--- config.mk ---
export PLATFORM = sky130hd
export DESIGN_NAME = sl_receiver
export DESIGN_NICKNAME = d
export VERILOG_FILES = /design/src/rtl/sl_pkg.sv /design/src/rtl/sl_sync.sv /design/src/rtl/sl_receiver.sv
export SDC_FILE = /design/constraint.sdc
export NUM_CORES = 1
export LEC_CHECK = 0
export CAP_MARGIN = 15
export CORE_MARGIN = 3
export CORE_UTILIZATION = 45
export DETAILED_ROUTE_END_ITERATION = 8
export GPL_ROUTABILITY_DRIVEN = 0
export PLACE_DENSITY = 0.75
export SKIP_CTS_REPAIR_TIMING = 1
export SLEW_MARGIN = 20
export SYNTH_ARGS = -nofsm -noshare
export SYNTH_HDL_FRONTEND = slang
export SYNTH_SLANG_ARGS = --single-unit
--- constraint.sdc ---
create_clock -name clk -period 2.4 [get_ports clk]
set_clock_uncertainty 0.1 [all_clocks]
set_input_delay 0.6 -clock clk [delete_from_list [all_inputs] [get_ports clk]]
set_output_delay 0.6 -clock clk [all_outputs]
set_load 0.05 [all_outputs]
--- src/rtl/sl_pkg.sv ---
// sl_pkg: shared types and constants for the SL receiver and transmitter
// Holds the FSM state enum, the config field positions, the status bit indices and the reset config value.
package sl_pkg;
   typedef enum logic [2:0] {IDLE, BIT0, BIT1, GAP, STOP} sl_state_t;
   localparam int CFG_LEN_MSB = 5;
   localparam int CFG_PAR = 6;
   localparam int CFG_CLR = 7;
   localparam int ST_LEN = 0;
   localparam int ST_PAR = 1;
   localparam int ST_TO = 2;
   localparam int ST_PROTO = 3;
   localparam logic [9:0] CFG_DEFAULT = 10'h020;
   localparam logic [5:0] MAX_LEN = 6'd32;
   localparam logic [5:0] CNT_SAT = 6'd33;
endpackage

--- src/rtl/sl_sync.sv ---
// sl_sync: multi-flop synchronizer for the two idle-high SL lines
// Ports: clk, rst (sync, active high) | raw0, raw1 async lines | sync0, sync1 synchronized levels.
module sl_sync #(
   parameter int STAGES = 2
) (
   input  logic clk,
   input  logic rst,
   input  logic raw0,
   input  logic raw1,
   output logic sync0,
   output logic sync1
);
   logic [STAGES-1:0] r0, r1;
   // Flops reset to 1 so the lines look idle coming out of reset.
   always_ff @(posedge clk) begin
      if (rst) begin
         r0 <= '1;
         r1 <= '1;
      end else begin
         r0 <= STAGES'({r0, raw0});
         r1 <= STAGES'({r1, raw1});
      end
   end
   assign sync0 = r0[STAGES-1];
   assign sync1 = r1[STAGES-1];
endmodule

--- src/rtl/sl_receiver.sv ---
// sl_receiver: two-wire SL frame receiver with length/parity/timeout/protocol checking
// Ports: clk, rst (sync, active high) | SL0, SL1 async idle-high lines |
//        wr_config_w/wr_config_en config write | r_config_w config readback |
//        data_out/data_valid received word and pulse | status sticky errors | receive_in_process.
module sl_receiver
   import sl_pkg::*;
#(
   parameter int TIMEOUT_CYCLES = 1000,
   parameter int SYNC_STAGES = 2
) (
   input  logic        clk,
   input  logic        rst,
   input  logic        SL0,
   input  logic        SL1,
   input  logic [9:0]  wr_config_w,
   input  logic        wr_config_en,
   output logic [9:0]  r_config_w,
   output logic [31:0] data_out,
   output logic        data_valid,
   output logic [3:0]  status,
   output logic        receive_in_process
);
   localparam logic [31:0] TO_LIM = 32'(TIMEOUT_CYCLES - 1);
   sl_state_t state, nxt;
   logic s0, s1, p0, p1, chg, tmo, in_bit, shift, proto, start, frame_end, len_ok, par_ok, good;
   logic cfg_par, fr_par, fr_bad;
   logic [5:0] cfg_len, fr_len, cnt;
   logic [31:0] sh, tcnt;
   logic [3:0] set;

   sl_sync #(.STAGES(SYNC_STAGES)) u_sync (
      .clk  (clk),
      .rst  (rst),
      .raw0 (SL0),
      .raw1 (SL1),
      .sync0(s0),
      .sync1(s1)
   );

   assign chg = (s0 != p0) || (s1 != p1);
   assign in_bit = (state == BIT0) || (state == BIT1);
   assign receive_in_process = (state != IDLE);
   assign r_config_w = {3'b000, cfg_par, cfg_len};

   always_comb begin
      nxt = state;
      // Leaving IDLE needs the previous sample idle, so a line still held low after an abort cannot restart a frame.
      case (state)
         IDLE: if (p0 && p1) nxt = (!s0 && !s1) ? STOP : !s0 ? BIT0 : !s1 ? BIT1 : IDLE;
         BIT0: nxt = !s1 ? STOP : s0 ? GAP : BIT0;
         BIT1: nxt = !s0 ? STOP : s1 ? GAP : BIT1;
         GAP:  nxt = (!s0 && !s1) ? STOP : !s0 ? BIT0 : !s1 ? BIT1 : GAP;
         STOP: nxt = (s0 && s1) ? IDLE : STOP;
         default: nxt = IDLE;
      endcase
      tmo = (state != IDLE) && !chg && (tcnt == TO_LIM);
      if (tmo) nxt = IDLE;
      shift = in_bit && (nxt == GAP);
      proto = in_bit && (nxt == STOP);
      start = (state == IDLE) && (nxt != IDLE);
      frame_end = (state == STOP) && (nxt == IDLE);
      len_ok = (cnt == fr_len) && (fr_len != 6'd0) && (fr_len <= MAX_LEN);
      par_ok = !fr_par || (^sh);
      // A frame that already saw a protocol error is dropped without further checks.
      good = frame_end && !fr_bad && len_ok && par_ok;
      set = '0;
      set[ST_LEN] = frame_end && !fr_bad && !len_ok;
      set[ST_PAR] = frame_end && !fr_bad && len_ok && !par_ok;
      set[ST_TO] = tmo;
      set[ST_PROTO] = proto;
   end

   always_ff @(posedge clk) begin
      if (rst) begin
         state <= IDLE;
         p0 <= 1'b1;
         p1 <= 1'b1;
         tcnt <= '0;
         cnt <= '0;
         sh <= '0;
         cfg_len <= CFG_DEFAULT[CFG_LEN_MSB:0];
         cfg_par <= CFG_DEFAULT[CFG_PAR];
         fr_len <= '0;
         fr_par <= 1'b0;
         fr_bad <= 1'b0;
         data_out <= '0;
         data_valid <= 1'b0;
         status <= '0;
      end else begin
         state <= nxt;
         p0 <= s0;
         p1 <= s1;
         tcnt <= (chg || state == IDLE) ? '0 : tcnt + 32'd1;
         if (wr_config_en) begin
            cfg_len <= wr_config_w[CFG_LEN_MSB:0];
            cfg_par <= wr_config_w[CFG_PAR];
         end
         // Frame geometry is frozen at IDLE exit so mid-frame config writes apply to the next frame.
         if (start) begin
            fr_len <= cfg_len;
            fr_par <= cfg_par;
            fr_bad <= 1'b0;
            cnt <= '0;
            sh <= '0;
         end else begin
            if (shift) begin
               sh <= {sh[30:0], state == BIT1};
               cnt <= (cnt == CNT_SAT) ? cnt : cnt + 6'd1;
            end
            if (proto) fr_bad <= 1'b1;
         end
         data_valid <= good;
         if (good) data_out <= sh;
         // Set wins over a same-cycle clear.
         status <= ((wr_config_en && wr_config_w[CFG_CLR]) ? 4'd0 : status) | set;
      end
   end
endmodule

; ---- After elaboration in Yosys (flattened, before gate mapping)
; Cells that the tools add are included.
[totals]
reg_bits = 131
input_bits = 15
output_inout_bits = 48
wordCells = 83
[op_classes]
addsub = 2
n_lt_le_gt_ge = 1
n_eq_ne = 11
muxes = 14
bitwise_logic = 2
n_reduce_logical = 37
[ops]
columns = op, n
row1 = $add 32x1->32 const B, 1
row2 = $eq 32x10->1 const B, 1
row3 = $reduce_xor 32->1, 1
row4 = $mux 3, 7
row5 = $logic_and 1x1->1, 17
row6 = $pmux 3 s5, 1
row7 = $eq 3x2->1 const B, 3
row8 = $mux 2, 4
row9 = $logic_not 1->1, 7
row10 = $add 6x1->6 const B, 1
row11 = $eq 3x3->1 const B, 2
row12 = $eq 6x6->1, 1
row13 = $eq 6x6->1 const B, 1
row14 = $le 6x6->1 const B, 1
row15 = $logic_not 3->1, 2
row16 = $reduce_bool 3->1, 2
row17 = $reduce_bool 6->1, 1
row18 = $logic_or 1x1->1, 4
row19 = $mux 4, 1
row20 = $or 4x4->4, 1
row21 = $reduce_or 2->1, 2
row22 = $eq 3x1->1 const B, 1
row23 = $ne 1x1->1, 2
row24 = $reduce_and 2->1, 1
row25 = other kinds (2), 2

; ---- Longest topological paths before layout
[logic_depth]
word_depth = 12
ltp_mapped = 10
mapped_depth_nobuf = 8

; ---- Cells and area by module
; Synthesis repeated with hierarchy kept, for this count alone.
[hier_totals]
hier_cells = 738
area_unflattened_um2 = 6496.2
[by_module_without_submodules]
columns = mod, instances, cells_per_inst, area_per_inst_um2, seq_area_each_um2
row1 = sl_receiver, 1, 730, 6391.1, 2542.4
row2 = sl_sync, 1, 8, 105.1, 80.1

; ---- Worst setup path before layout
; No wires, ideal clock.
[synth_path]
kind = register to register
startpoint = register state[0]
endpoint = register data_out[0]
t_arrival_ns = 2.488
setup_slack_ns = -0.328
path_stages_with_launch = 11
path_buffers = 3
synth_period_minus_slack_ns = 2.728
path_cell_list = dfxtp_1 > buf_4 > or3_1 > nand3_1 > or4_1 > buf_2 > a211oi_4 > buf_6 > nor3b_1 > a21oi_1 > o311ai_1
[synth_via]
elab_chain_len = 9
[synth_lines]
columns = item, line
row1 = start: declaration, sl_receiver.sv:24  ; sl_state_t state, nxt;
row2 = start signal: assignment, sl_receiver.sv:90  ; state <= nxt;
row3 = $reduce_bool 3->1, -
row4 = named net receive_in_process, sl_receiver.sv:21  ; output logic receive_in_process
row5 = $logic_and 1x1->1 (2 in a row), sl_receiver.sv:56  ; tmo = (state != IDLE) && !chg && (tcnt == TO_LIM);
row6 = $mux 3, sl_receiver.sv:57  ; if (tmo) nxt = IDLE;
row7 = $logic_not 3->1, sl_receiver.sv:61  ; frame_end = (state == STOP) && (nxt == IDLE);
row8 = $logic_and 1x1->1, sl_receiver.sv:61
row9 = $logic_and 1x1->1 (3 in a row), sl_receiver.sv:65  ; good = frame_end && !fr_bad && len_ok && par_ok;
row10 = end signal: assignment, sl_receiver.sv:113  ; if (good) data_out <= sh;
row11 = end: declaration, sl_receiver.sv:18  ; output logic [31:0] data_out,
; The timed path passes the listed nets, and every way through them passes these cells.
; A chain may end at the register's enable or synchronous reset.

; ---- Worst setup path in the final report
[layout_path]
startpoint = register tcnt[1]
endpoint = register data_out[31]
[layout_via]
elab_chain_len = 8
[layout_lines]
columns = item, line
row1 = start: declaration, sl_receiver.sv:28  ; logic [31:0] sh, tcnt;
row2 = start signal: assignment, sl_receiver.sv:93  ; tcnt <= (chg || state == IDLE) ? '0 : tcnt + 32'd1;
row3 = $eq 32x10->1, sl_receiver.sv:56
row4 = $logic_and 1x1->1, sl_receiver.sv:56
row5 = $mux 3, sl_receiver.sv:57
row6 = $logic_not 3->1, sl_receiver.sv:61
row7 = $logic_and 1x1->1, sl_receiver.sv:61
row8 = $logic_and 1x1->1 (3 in a row), sl_receiver.sv:65
; Every way passes these cells.

==> impl_metrics.py <==
metrics = {
    "timing": {
        "setup-violations-final": 29,
        "maxSlewViolCount": 0,
        "finalHoldViolations": 0,
        "max_freq_ghz": 0.398,
        "post-route-period-util": 1.05,
        "setup_ws_ns": -0.112,
        "timing.slew.headroom": 0.603,
        "hold_ws_ns": 0.309,
        "tightest_slew_ns": 0.595,
        "layout_min_cycle_time_ns": 2.51,
        "rsz0062_at_grt": "yes",
    },
    "floorplan": {
        "die_y_um": 127,
        "die_area_um2": 16100,
        "fp-row-count": 43,
        "ioPinCount": 63,
        "initial_core_util": 0.465,
        "core_um2": 14100,
        "fp.dieW_um": 127,
    },
    "clock_tree": {
        "cts_tree": "built",
        "clock_latency_ns": 0.43,
        "cts_buffer_depth": 2,
        "path_clk_slew_ns": 0.06,
        "root_buffer": "clkbuf_16",
        "cts.sinks": 131,
        "cts_htree_levels": 4,
        "cts_buffers": 17,
    },
    "grt": {
        "grt_usage": 0.186,
        "antenna_found_initial": 0,
        "grt_overflow": 0,
        "grt_pass1_vias": 5340,
        "grt_pass1_wl_um": 24800,
        "grt_max_degree": 68,
    },
    "logic_synthesis": {
        "synth_area_leaders": "dfxtp_1, nor3b_1, mux2i_1, xnor2_1, nor2_1",
        "synth.distinct_cells": 45,
        "synth_enable_flop_cells": 0,
        "synth-seq-cells": 131,
        "yosysTopAreaCell": "dfxtp_1",
        "yosysTopAreaCellShare": 0.400,
        "synth_flop_cell": "dfxtp_1",
        "ys_async_sr_fraction": 0,
        "avgSynthCellArea_um2": 9.03,
        "seq_area_frac_synth": 0.400,
        "ys_warn_count": 0,
        "synthesis.instances": 727,
        "synthesis.area_um2": 6560,
    },
    "flow_run": {
        "maxCapViolCount": 0,
    },
    "layout": {
        "fin_util": 0.622,
        "final_nets": 845,
        "design_area_um2": 8770,
        "antenna_cells": 0,
        "drive_gt1_frac": 0.201,
        "syn_to_final_growth_pct": 33.6,
        "multiInputGateArea_um2": 3750,
        "register_area_um2": 2630,
        "fill_cells": 1124,
    },
    "power": {
        "ir_drop_v": 0.000474,
        "power_leakage_nw": 3.13,
        "powerDensity_nw_per_um2": 656,
        "power_mw": 5.75,
    },
    "worst_setup_path": {
        "path_class": "flop to flop",
        "arrival_ns": 2.71,
        "required_ns": 2.60,
        "setup.worst_path.end_class": "flop",
        "start_kind": "flop",
        "crit_path_max_fanout": 21,
    },
    "placement": {
        "post_dp_cell_area_um2": 7740,
        "hpwlAfterDp_um": 9710,
        "buffer_ports.inserted": 57,
        "dp_slack_ns": -0.204,
    },
    "routing": {
        "vias": 5675,
        "totalWireLength_um": 15800,
        "dr.pass1.iters": 5,
        "drt_iter0_drc": 324,
        "drcViolationCount": 0,
        "vias_per_cell": 5.56,
        "wire_per_inst_um": 15.5,
        "antenna_left": 0,
    },
    "status": {
        "status": "finished, violations left",
        "failed_checks": "setup timing",
    },
    "min_path": {
        "hold_class": "flop to flop",
    },
}
==> worst max-delay path, cell delays in order (launching register included) <==
cell,delay [ns]
dfxtp_1,0.33
ha_2,0.19
nor4bb_4,0.21
nand3_1,0.12
or4_4,0.47
a211oi_4,0.27
buf_12,0.19
buf_12,0.16
nor3b_1,0.06
a21oi_1,0.15
o311ai_1,0.12
==> synth_stat cells, types with 8 or more instances <==
library cell	count
o311ai_1	32
buf_4	11
nand3_1	16
nand4_1	8
nor3b_1	67
nor2_1	90
buf_2	10
dfxtp_1	131
clkbuf_1	37
nand2_1	52
xnor2_1	40
a21oi_2	10
nand4b_1	32
xor2_1	33
mux2i_1	45
a21oi_1	35
and3_1	8
==> registers in the layout, summed over array words and instances (netlist names), 2 cells and up <==
name and cells:
cfg_len 6, cnt 6, data_out 32, fr_len 6
sh 32, state 3, status 4, tcnt 32
u_sync.r0 2, u_sync.r1 2
==> metrics by stage <==
| step | TNS, ns | std cells |
|---|---|---|
| after floorplan | -0.0957 | 729 |
| after global placement | -1.43 | 974 |
| after detailed placement | -8.05 | 974 |
| after CTS | -9.59 | 1006 |
| after global routing | -5.20 | 1020 |
| final | -1.35 | 1020 |
==> kinds of logic after synthesis <==
group           Yosys count  synth area share
simple gates            313             0.270
xor+xnor                 73            0.0974
other cells               1          0.000572
compound gates           92             0.103
mux                      45            0.0686
flops                   131             0.400
buf+inv                  69            0.0557
fa+ha+maj                 3           0.00572
==> area by class of cell <==
type / instances / area share
clock buffer: 19 / 0.0517
sequential: 131 / 0.300
clock inverter: 13 / 0.0263
multi-input combinational: 529 / 0.428
inverter: 4 / 0.00171
timing repair buffer: 144 / 0.166
tap: 180 / 0.0257
==> final timing paths <==
path / slack, ns / endpoint / cells past startpoint / startpoint
setup / recovery: -0.11 / data_out[31] / 10 / tcnt[1]
hold / removal: 0.31 / u_sync.r1[1] / 1 / u_sync.r1[0]
setup reg to reg: -0.11 / data_out[31] / 10 / tcnt[1]
hold reg to reg: 0.31 / u_sync.r1[1] / 1 / u_sync.r1[0]
==> power by group <==
group          total, mW  internal [mW]  leakage, nW  switching, mW
registers           2.23           2.21         1.06         0.0240
clock network       2.99           2.00        0.325          0.993
logic              0.530          0.221         1.75          0.309
==> metal layers <==
| metal | part of all wire | wire length (um) | GRT usage |
|---|---|---|---|
| met1 | 0.44 | 6920 | 0.227 |
| met2 | 0.50 | 7880 | 0.310 |
| met3 | 0.043 | 684 | 0.0472 |
| met4 | 0.020 | 320 | 0.0795 |
| met5 | 0 | 0 | 0 |
==> cell usage in the layout (no fill, tap or decap), types with 4 or more instances in the layout <==
| master | instances |
|---|---|
| xnor2_1 | 39 |
| nand2_1 | 52 |
| nand4b_1 | 32 |
| buf_6 | 5 |
| clkdlybuf4s50_1 | 55 |
| and4_1 | 4 |
| buf_4 | 68 |
| a21oi_1 | 34 |
| inv_1 | 4 |
| nand4_1 | 8 |
| a21oi_2 | 11 |
| bufinv_16 | 6 |
| dfxtp_2 | 8 |
| or2_2 | 7 |
| mux2i_1 | 45 |
| xor2_1 | 32 |
| dfxtp_1 | 123 |
| nand3_1 | 15 |
| nor2b_1 | 4 |
| buf_12 | 10 |
| and3_1 | 8 |
| o311ai_1 | 30 |
| clkbuf_16 | 22 |
| nor2_1 | 90 |
| nor3b_1 | 64 |
| nor3_1 | 4 |
Power figures use the tool's default switching activity.
